## config.mk

```make
export PLATFORM = sky130hd
export DESIGN_NAME = tone_envelope_pwm
export DESIGN_NICKNAME = d
export VERILOG_FILES = /design/src/rtl/tone_envelope_pwm.sv
export SDC_FILE = /design/constraint.sdc
export NUM_CORES = 1
export LEC_CHECK = 0
export BUFFER_PORTS_ARGS = -buffer_cell sky130_fd_sc_hd__buf_2
export CAP_MARGIN = 10
export CORE_MARGIN = 5
export CORE_UTILIZATION = 45
export DETAILED_ROUTE_END_ITERATION = 10
export HOLD_SLACK_MARGIN = 0.08
export PLACE_DENSITY = 0.7
export REMOVE_ABC_BUFFERS = 1
export SLEW_MARGIN = 25
export SYNTH_ARGS = -nofsm -noshare
export SYNTH_HDL_FRONTEND = slang
export SYNTH_SLANG_ARGS = --single-unit
```

## constraint.sdc

```tcl
create_clock -name clk -period 5.7 [get_ports clk]
set_input_delay 0 -clock clk [delete_from_list [all_inputs] [get_ports clk]]
set_output_delay 0 -clock clk [all_outputs]
set_load 0.01 [all_outputs]
```

## src/rtl/tone_envelope_pwm.sv

```systemverilog
// Waveform shaper, gated ADSR envelope and 1-bit audio output stage for the phase-accumulator tone generator.
// Define TONE_SIGMA_DELTA_EN to replace the counter PWM with a first-order sigma-delta modulator.
module tone_envelope_pwm #(
  parameter int unsigned PRESCALE_W = 8
) (
  input  logic       clk,
  input  logic       rst_n,
  input  logic [7:0] phase_in,
  input  logic [1:0] wave_sel,
  input  logic       gate,
  input  logic [3:0] attack_rate,
  input  logic [3:0] decay_rate,
  input  logic [3:0] sustain_lvl,
  input  logic [3:0] release_rate,
  output logic [7:0] sample_out,
  output logic [7:0] env_out,
  output logic [2:0] env_state,
  output logic       pwm_out
);

  localparam int unsigned RATE_W = 15;

  typedef enum logic [2:0] {
    S_IDLE    = 3'd0,
    S_ATTACK  = 3'd1,
    S_DECAY   = 3'd2,
    S_SUSTAIN = 3'd3,
    S_RELEASE = 3'd4
  } env_state_t;

  env_state_t            state, state_nxt;
  logic [7:0]            env, env_nxt;
  logic [PRESCALE_W-1:0] presc;
  logic [RATE_W-1:0]     rate_cnt, rate_cnt_nxt;
  logic                  gate_q;
  logic [7:0]            wave_reg, wave_c;
  logic                  rise_c, fall_c, tick_c, step_c;
  logic [3:0]            rate_c;
  logic [RATE_W-1:0]     rate_max_c;
  logic [7:0]            sus_c;
  logic [15:0]           prod_c;

  assign env_out   = env;
  assign env_state = state;

  // Waveform selection from the phase byte
  always_comb begin
    wave_c = phase_in;
    case (wave_sel)
      2'b00:   wave_c = phase_in;
      2'b01:   wave_c = {8{phase_in[7]}};
      2'b10:   wave_c = phase_in[7] ? ~{phase_in[6:0], 1'b0} : {phase_in[6:0], 1'b0};
      default: wave_c = (phase_in[7:6] == 2'b11) ? 8'hFF : 8'h00;
    endcase
  end

  assign prod_c     = 16'(wave_reg) * 16'(env);
  assign rise_c     = gate & ~gate_q;
  assign fall_c     = ~gate & gate_q;
  assign tick_c     = &presc;
  assign sus_c      = {sustain_lvl, sustain_lvl};
  assign rate_max_c = RATE_W'((16'd1 << rate_c) - 16'd1);
  assign step_c     = tick_c && (rate_cnt == rate_max_c);

  always_comb begin
    rate_c = 4'd0;
    case (state)
      S_ATTACK:  rate_c = attack_rate;
      S_DECAY:   rate_c = decay_rate;
      S_RELEASE: rate_c = release_rate;
      default:   rate_c = 4'd0;
    endcase
  end

  // Envelope next-state; a state change always pre-empts a step in the same cycle
  always_comb begin
    state_nxt    = state;
    env_nxt      = env;
    rate_cnt_nxt = rate_cnt;
    case (state)
      S_IDLE: begin
        env_nxt = 8'd0;
        if (rise_c) state_nxt = S_ATTACK;
      end
      S_ATTACK: begin
        if (fall_c)              state_nxt = S_RELEASE;
        else if (env == 8'hFF)   state_nxt = S_DECAY;
        else if (step_c)         env_nxt   = env + 8'd1;
      end
      S_DECAY: begin
        if (fall_c)              state_nxt = S_RELEASE;
        else if (env <= sus_c)   state_nxt = S_SUSTAIN;
        else if (step_c)         env_nxt   = env - 8'd1;
      end
      S_SUSTAIN: begin
        if (fall_c)              state_nxt = S_RELEASE;
      end
      S_RELEASE: begin
        if (rise_c)              state_nxt = S_ATTACK;
        else if (env == 8'h00)   state_nxt = S_IDLE;
        else if (step_c)         env_nxt   = env - 8'd1;
      end
      default: begin
        state_nxt = S_IDLE;
        env_nxt   = 8'd0;
      end
    endcase
    if ((state_nxt != state) || step_c) rate_cnt_nxt = '0;
    else if (tick_c)                    rate_cnt_nxt = rate_cnt + RATE_W'(1);
  end

  always_ff @(posedge clk or negedge rst_n) begin
    if (!rst_n) begin
      state      <= S_IDLE;
      env        <= 8'd0;
      presc      <= '0;
      rate_cnt   <= '0;
      gate_q     <= 1'b0;
      wave_reg   <= 8'd0;
      sample_out <= 8'd0;
    end else begin
      state      <= state_nxt;
      env        <= env_nxt;
      presc      <= presc + PRESCALE_W'(1);
      rate_cnt   <= rate_cnt_nxt;
      gate_q     <= gate;
      wave_reg   <= wave_c;
      sample_out <= prod_c[15:8];
    end
  end

`ifdef TONE_SIGMA_DELTA_EN
  logic [7:0] sd_acc;
  logic [8:0] sd_sum_c;

  // First-order sigma-delta: carry out of the accumulator is the output bit
  assign sd_sum_c = {1'b0, sd_acc} + {1'b0, sample_out};

  always_ff @(posedge clk or negedge rst_n) begin
    if (!rst_n) begin
      sd_acc  <= 8'd0;
      pwm_out <= 1'b0;
    end else begin
      sd_acc  <= sd_sum_c[7:0];
      pwm_out <= sd_sum_c[8];
    end
  end
`else
  logic [7:0] pwm_cnt;
  logic [7:0] duty;

  // Duty reloads only at period end so each 256-cycle period is whole
  always_ff @(posedge clk or negedge rst_n) begin
    if (!rst_n) begin
      pwm_cnt <= 8'd0;
      duty    <= 8'd0;
      pwm_out <= 1'b0;
    end else begin
      pwm_cnt <= pwm_cnt + 8'd1;
      if (pwm_cnt == 8'hFF) duty <= sample_out;
      pwm_out <= (pwm_cnt < duty);
    end
  end
`endif

endmodule

```

==> results of run 1 <==
## what timing repair did
| action | in CTS | in global routing |
|---|---|---|
| hold buffers | 15 | 0 |
| hold endpoints to repair | 78 | 0 |
| resized for setup | 0 | 0 |
## area by class of cell
type / count / share of cell area
clock buffer: 11 / 0.0356
clock inverter: 5 / 0.00533
inverter: 75 / 0.0413
multi-input combinational: 493 / 0.576
sequential: 68 / 0.250
tap: 176 / 0.0323
timing repair buffer: 65 / 0.0595
## kinds of logic after synthesis
group,count (synthesis),share of synthesized area
multiplexers,6,0.0101
buffers and inverters,105,0.0744
AO/OA/AOI/OAI,121,0.131
XOR/XNOR,46,0.0663
flip-flops,68,0.280
adder cells (fa/ha/maj),95,0.240
AND/OR/NAND/NOR,225,0.198
## report_power, final
part / internal [mW] / switching [mW]
sequential: 0.492 / 0.0259
clock: 0.307 / 0.210
combinational: 0.118 / 0.181
## critical path: stages (launching register included)
cell	delay, ns
dfrtp_1	0.74
and4bb_1	0.31
or3_1	0.54
nor3_2	0.27
nand2_1	0.10
ha_1	0.33
nor4_1	0.73
mux2i_1	0.17
o32ai_1	0.34
xor2_1	0.13
nor4_2	0.30
nand2_1	0.15
or3_1	0.51
mux2i_1	0.20
## Yosys cell counts (12+ instances only)
cell type,number
nor2_1,47
inv_1,75
a21oi_1,35
nand2_1,64
and2_1,35
ha_1,59
o21ai_0,31
nand4_1,12
clkbuf_1,17
fa_1,36
nand3_1,15
xor2_1,24
xnor2_1,22
dfrtp_1,68
## routing by layer
layer  vias to the layer above  part of all wire  track usage
met5                         -                 0            0
met4                         0             0.021       0.0625
met3                        23             0.043       0.0360
met2                       123              0.49        0.291
met1                      2294              0.45        0.216
li1                       2352                 -            -
## final timing paths
kind | endpoint | slack, ns | cells past startpoint
min reg2reg | presc[7] | 0.47 | 1
min in group asynchronous | pwm_cnt[4] | 0.38 | 3
max | env_out[0] | 0.79 | 13
max in group asynchronous | rate_cnt[8] | 4.77 | 3
min | wave_reg[6] | 0.16 | 5
max reg2reg | env_out[0] | 0.79 | 13
==> results by group, run 1 <==
Placed design
  – DP Wirelength: 9860 um
  – Post-Place Worst Slack: 0.856 ns
  – Placed inst area: around 6400 sq um
  – Routability cong.: between 0.8 and 0.9
  – Inst Count DP: ~860
  – Port Buffer Count: 48

Drt
  – DRC errors left: 0
  – Total number of vias: 4792
  – DRT Pass-1 Iters: 5
  – WL/cell: between 10 and 15 um
  – Vias per cell: between 5 and 6
  – Drt total wl: ~13000 um
  – Iter 0 DRT Violations: between 300 and 400
  – Antenna-violating nets left: 0

STA
  – Setup-failing EPs final: 0
  – Final min period: approximately 4.9 ns
  – Setup tns final: 0 ns
  – Peak Freq: ~200 MHz
  – Worst Clk Skew: about 0.0066 ns
  – WHS: ~0.16 ns
  – PnR worst setup slack: about 0.79 ns
  – Slew @ Worst Pin: approximately 0.84 ns
  – Rel. slew slack: 0.440
  – Final Max Slew Viols: 0
  – Fin. Hold Viols: 0
  – Post-route clock period utilization: 0.861
  – RSZ-0062 raised after global routing: no

Die
  – Die W: ~130 um
  – Die Y-Extent: around 130 um
  – # rows: 42
  – Ports: 49
  – Die Area: roughly 16000 sq um
  – Initial cell density of the core: 0.459
  – Core Area: 13200 sq um

Layout
  – Final Cell Area: a little under 7000 sq um
  – Finished Core Util: 0.514
  – Share of cells above drive strength 1: 0.109
  – Max reg flops: 15
  – Multi-input logic area: 3920 sq um
  – Register area: 1700 sq um
  – Fillers: between 1000 and 1500
  – Total Nets Final: around 840
  – Post-Layout Cell Count: around 890
  – Most common cell after layout, fill and taps aside: inv_1
  – Area delta synth->final: 12.1%
  – Antenna diodes: 0
  – Commonest non-fill, non-tap cells in the layout: 75 x inv_1, 68 x dfrtp_1, 64 x nand2_1
  – Largest Register: rate_cnt

Synthesis
  – Post-synth EDFFs: 0
  – Post-synth top area share: 0.280
  – Syn. warnings: 0
  – Ranking of synthesized cells by area: dfrtp_1 28%, ha_1 12%, fa_1 12%
  – Yosys cell types: 66
  – Post-Synthesis Cells: 666
  – Yosys top cell by area: dfrtp_1
  – Cell Area, Synth: roughly 6000 sq um
  – Fraction of registers with async set/reset: 1.00
  – Post-synthesis register bit count: 68
  – Top_reg_cell synth: dfrtp_1
  – Sequential area share after synthesis: 0.280
  – Syn avg cell area: ~9 sq um

CTS
  – Clk sink count: between 60 and 70
  – Inserted Clock Buffers: 9
  – Clk slew on worst S/H paths: approximately 0.06 ns
  – Root Buffer: clkbuf_16
  – # Post-CTS Setup Buffers: 0
  – H-tree depth: 3
  – Max clock buf depth: 2
  – Skew-Pair Late Insertion Delay: 0.34 ns
  – CTS tree: done

Outcome
  – Status: finished, final reports clean

Global route
  – Largest net degree at the start of global routing: 69
  – GRT Overall Usage: 0.172
  – Grt ovf: 0
  – First-pass GRT wire length: 22900 um
  – Initial antenna violation count: 0
  – Vias in the first global route: between 4000 and 5000

Critical path
  – Crit path from: env_state[2]
  – Worst setup SP type: register
  – CP Max Fanout: 20
  – Arrival @ worst endpoint: 5.16 ns
  – Worst reg2reg path startpoint: env_state[2]
  – Req. time, crit path: 5.95 ns
  – CP Class: reg2reg
  – CP endpoint kind: register

Job
  – Max-cap violations: 0

Worst hold path
  – Hold_sp: phase_in[6]
  – Min-delay worst type: in2reg

Power and ir drop
  – Peak VDD IR: around 150 uV
  – Power density cells: ~200 nW/um^2
  – Pwr Total: 1.33 mW
  – Lkg Pwr: roughly 3.4 nW
(Power assumes the default switching activity.)
==> inputs of run 2 (changes only) <==
==> constraint.sdc (replaced) <==
create_clock -name clk -period 5.7 [get_ports clk]
set_input_delay 1.14 -clock clk [delete_from_list [all_inputs] [get_ports clk]]
set_output_delay 1.14 -clock clk [all_outputs]
set_load 0.01 [all_outputs]
==> run 2 against run 1 <==
  * Critical path depth did not move
  * Die area did not move
  * Clock skew fell by 0.0019 ns
  * Power rose by 11%
  * Routed wire length fell by 6.7%
  * Hold slack improved by 0.32 ns
  * Combinational power fell by 6%
  * Largest cell class unchanged
  * Largest power group is now clock
  * Highest routed layer unchanged
==> results by group, run 2 (synthesis gave the netlist of run 1 again) <==
Outcome
  – Status: finished, final reports clean

Global route
  – First-pass GRT wire length: 21100 um
  – Initial antenna violation count: 0
  – Vias in the first global route: ~4700
  – GRT Overall Usage: 0.156
  – Grt ovf: 0
  – Largest net degree at the start of global routing: around 70

Die
  – Ports: around 50
  – Core Area: approximately 13000 sq um
  – Die Y-Extent: between 100 and 150 um
  – Die W: 126 um
  – Die Area: approximately 16000 sq um
  – # rows: 42
  – Initial cell density of the core: 0.459

Critical path
  – Worst setup SP type: register
  – Delay-heaviest family, CP: adder cells
  – Arrival @ worst endpoint: around 5.1 ns
  – Slowest CP cell: dfrtp_1
  – CP most frequent cell: fa_1
  – CP Max Fanout: 14
  – Worst-path cell chain: nand2_1, fa_1, fa_1, inv_1, fa_1, fa_1, ha_1, o21a_1, a2111oi_0, o31ai_1, o21a_1, nor2_1, xnor2_1
  – CP bufs+invs: 1
  – Req. time, crit path: 5.95 ns
  – CP endpoint kind: register
  – Peak per-stage delay on the critical path: roughly 0.66 ns
  – CP Class: reg2reg

CTS
  – Clk sink count: 68
  – Post-cts resize count: 0
  – Inserted Clock Buffers: 9
  – CTS tree: done
  – Clk slew on worst S/H paths: around 0.060 ns
  – H-tree depth: 3
  – Root Buffer: clkbuf_16
  – CTS Hold Bufs: 0
  – Skew-Pair Late Insertion Delay: 0.33 ns
  – Max clock buf depth: 2
  – # Post-CTS Setup Buffers: 0

STA
  – Rel. slew slack: 0.449
  – Post-route clock period utilization: 0.847
  – Slew @ Worst Pin: a little over 0.8 ns
  – PnR worst setup slack: 0.874 ns
  – RSZ-0062 raised after global routing: no
  – Fin. Hold Viols: 0
  – Setup-failing EPs final: 0
  – Setup tns final: 0 ns
  – Final Max Slew Viols: 0
  – Worst Clk Skew: around 0.0047 ns
  – Peak Freq: between 200 and 250 MHz
  – Final min period: just under 5 ns

Drt
  – DRC errors left: 0
  – Iter 0 DRT Violations: 200
  – DRT Pass-1 Iters: 5
  – WL/cell: approximately 14 um
  – Vias per cell: 5.36
  – Antenna-violating nets left: 0
  – Total number of vias: 4707
  – Drt total wl: about 12000 um

Job
  – Max-cap violations: 0

Placed design
  – Routability cong.: 0.946
  – Port Buffer Count: 48
  – DP Wirelength: 9420 um
  – Post-Place Worst Slack: slightly above 0.6 ns

Layout
  – Max reg flops: 15
  – Area delta synth->final: 11.1%
  – Fillers: between 1000 and 1500
  – Finished Core Util: 0.510
  – Share of cells above drive strength 1: 0.113
  – Total Nets Final: 821
  – Antenna diodes: 0
  – Commonest non-fill, non-tap cells in the layout: 75 x inv_1, 68 x dfrtp_1, 64 x nand2_1
  – Most common cell after layout, fill and taps aside: inv_1
  – Largest Register: rate_cnt

Power and ir drop
  – Power density cells: approximately 220 nW/um^2
  – Peak VDD IR: 149 uV
  – Lkg Pwr: 3.40 nW

Worst hold path
  – Min-delay worst type: reg2reg
-- run 2: stage by stage --
step	total power [mW]	instance area (sq um)	hold slack, ns	instances
2_1_floorplan	0.725	5900	0.438	636
3_3_place_gp	0.796	6380	0.454	862
3_5_place_dp	0.804	6380	0.465	862
4_1_cts	1.50	6750	0.477	878
5_1_grt	1.55	6750	0.501	878
6_report	1.48	6750	0.474	878
-- run 2: path summary, 6_finish.rpt --
path,slack [ns],to,cells past startpoint,from
min in group asynchronous,0.99,pwm_cnt[3],2,rst_n
max,0.87,sample_out[7],13,env_out[7]
min reg2reg,0.47,presc[4],1,presc[4]
max in group asynchronous,4.17,wave_reg[6],2,rst_n
max reg2reg,0.87,sample_out[7],13,env_out[7]
min,0.47,presc[4],1,presc[4]
-- run 2: metal layers --
layer / global-route usage / part of all wire
met4: 0.0549 / 0.021
met2: 0.259 / 0.47
met1: 0.201 / 0.46
met5: 0 / 0
met3: 0.0334 / 0.045
-- run 2: worst register-to-register path, cell delays in order, from the launching register on --
cell	delay (ns)
dfrtp_1	0.66
nand2_1	0.15
fa_1	0.53
fa_1	0.54
inv_1	0.05
fa_1	0.51
fa_1	0.51
ha_1	0.32
o21a_1	0.19
a2111oi_0	0.60
o31ai_1	0.23
o21a_1	0.22
nor2_1	0.11
xnor2_1	0.13
-- run 2: area by class of cell --
| type | count | area [sq um] | area share |
|---|---|---|---|
| flip-flops and latches | 68 | 1700 | 0.252 |
| clock inverters | 7 | 146 | 0.0217 |
| inverters | 75 | 282 | 0.0417 |
| repair buffers | 50 | 255 | 0.0378 |
| well taps | 176 | 220 | 0.0326 |
| multi-input cells | 493 | 3920 | 0.581 |
| clock buffers | 9 | 225 | 0.0334 |
-- run 2: power by group --
part	internal [mW]	total, mW	leakage, nW	switching [mW]
combinational	0.110	0.280	2.32	0.170
sequential	0.492	0.518	0.896	0.0265
clock	0.475	0.686	0.181	0.211
total	1.08	1.48	3.40	0.408
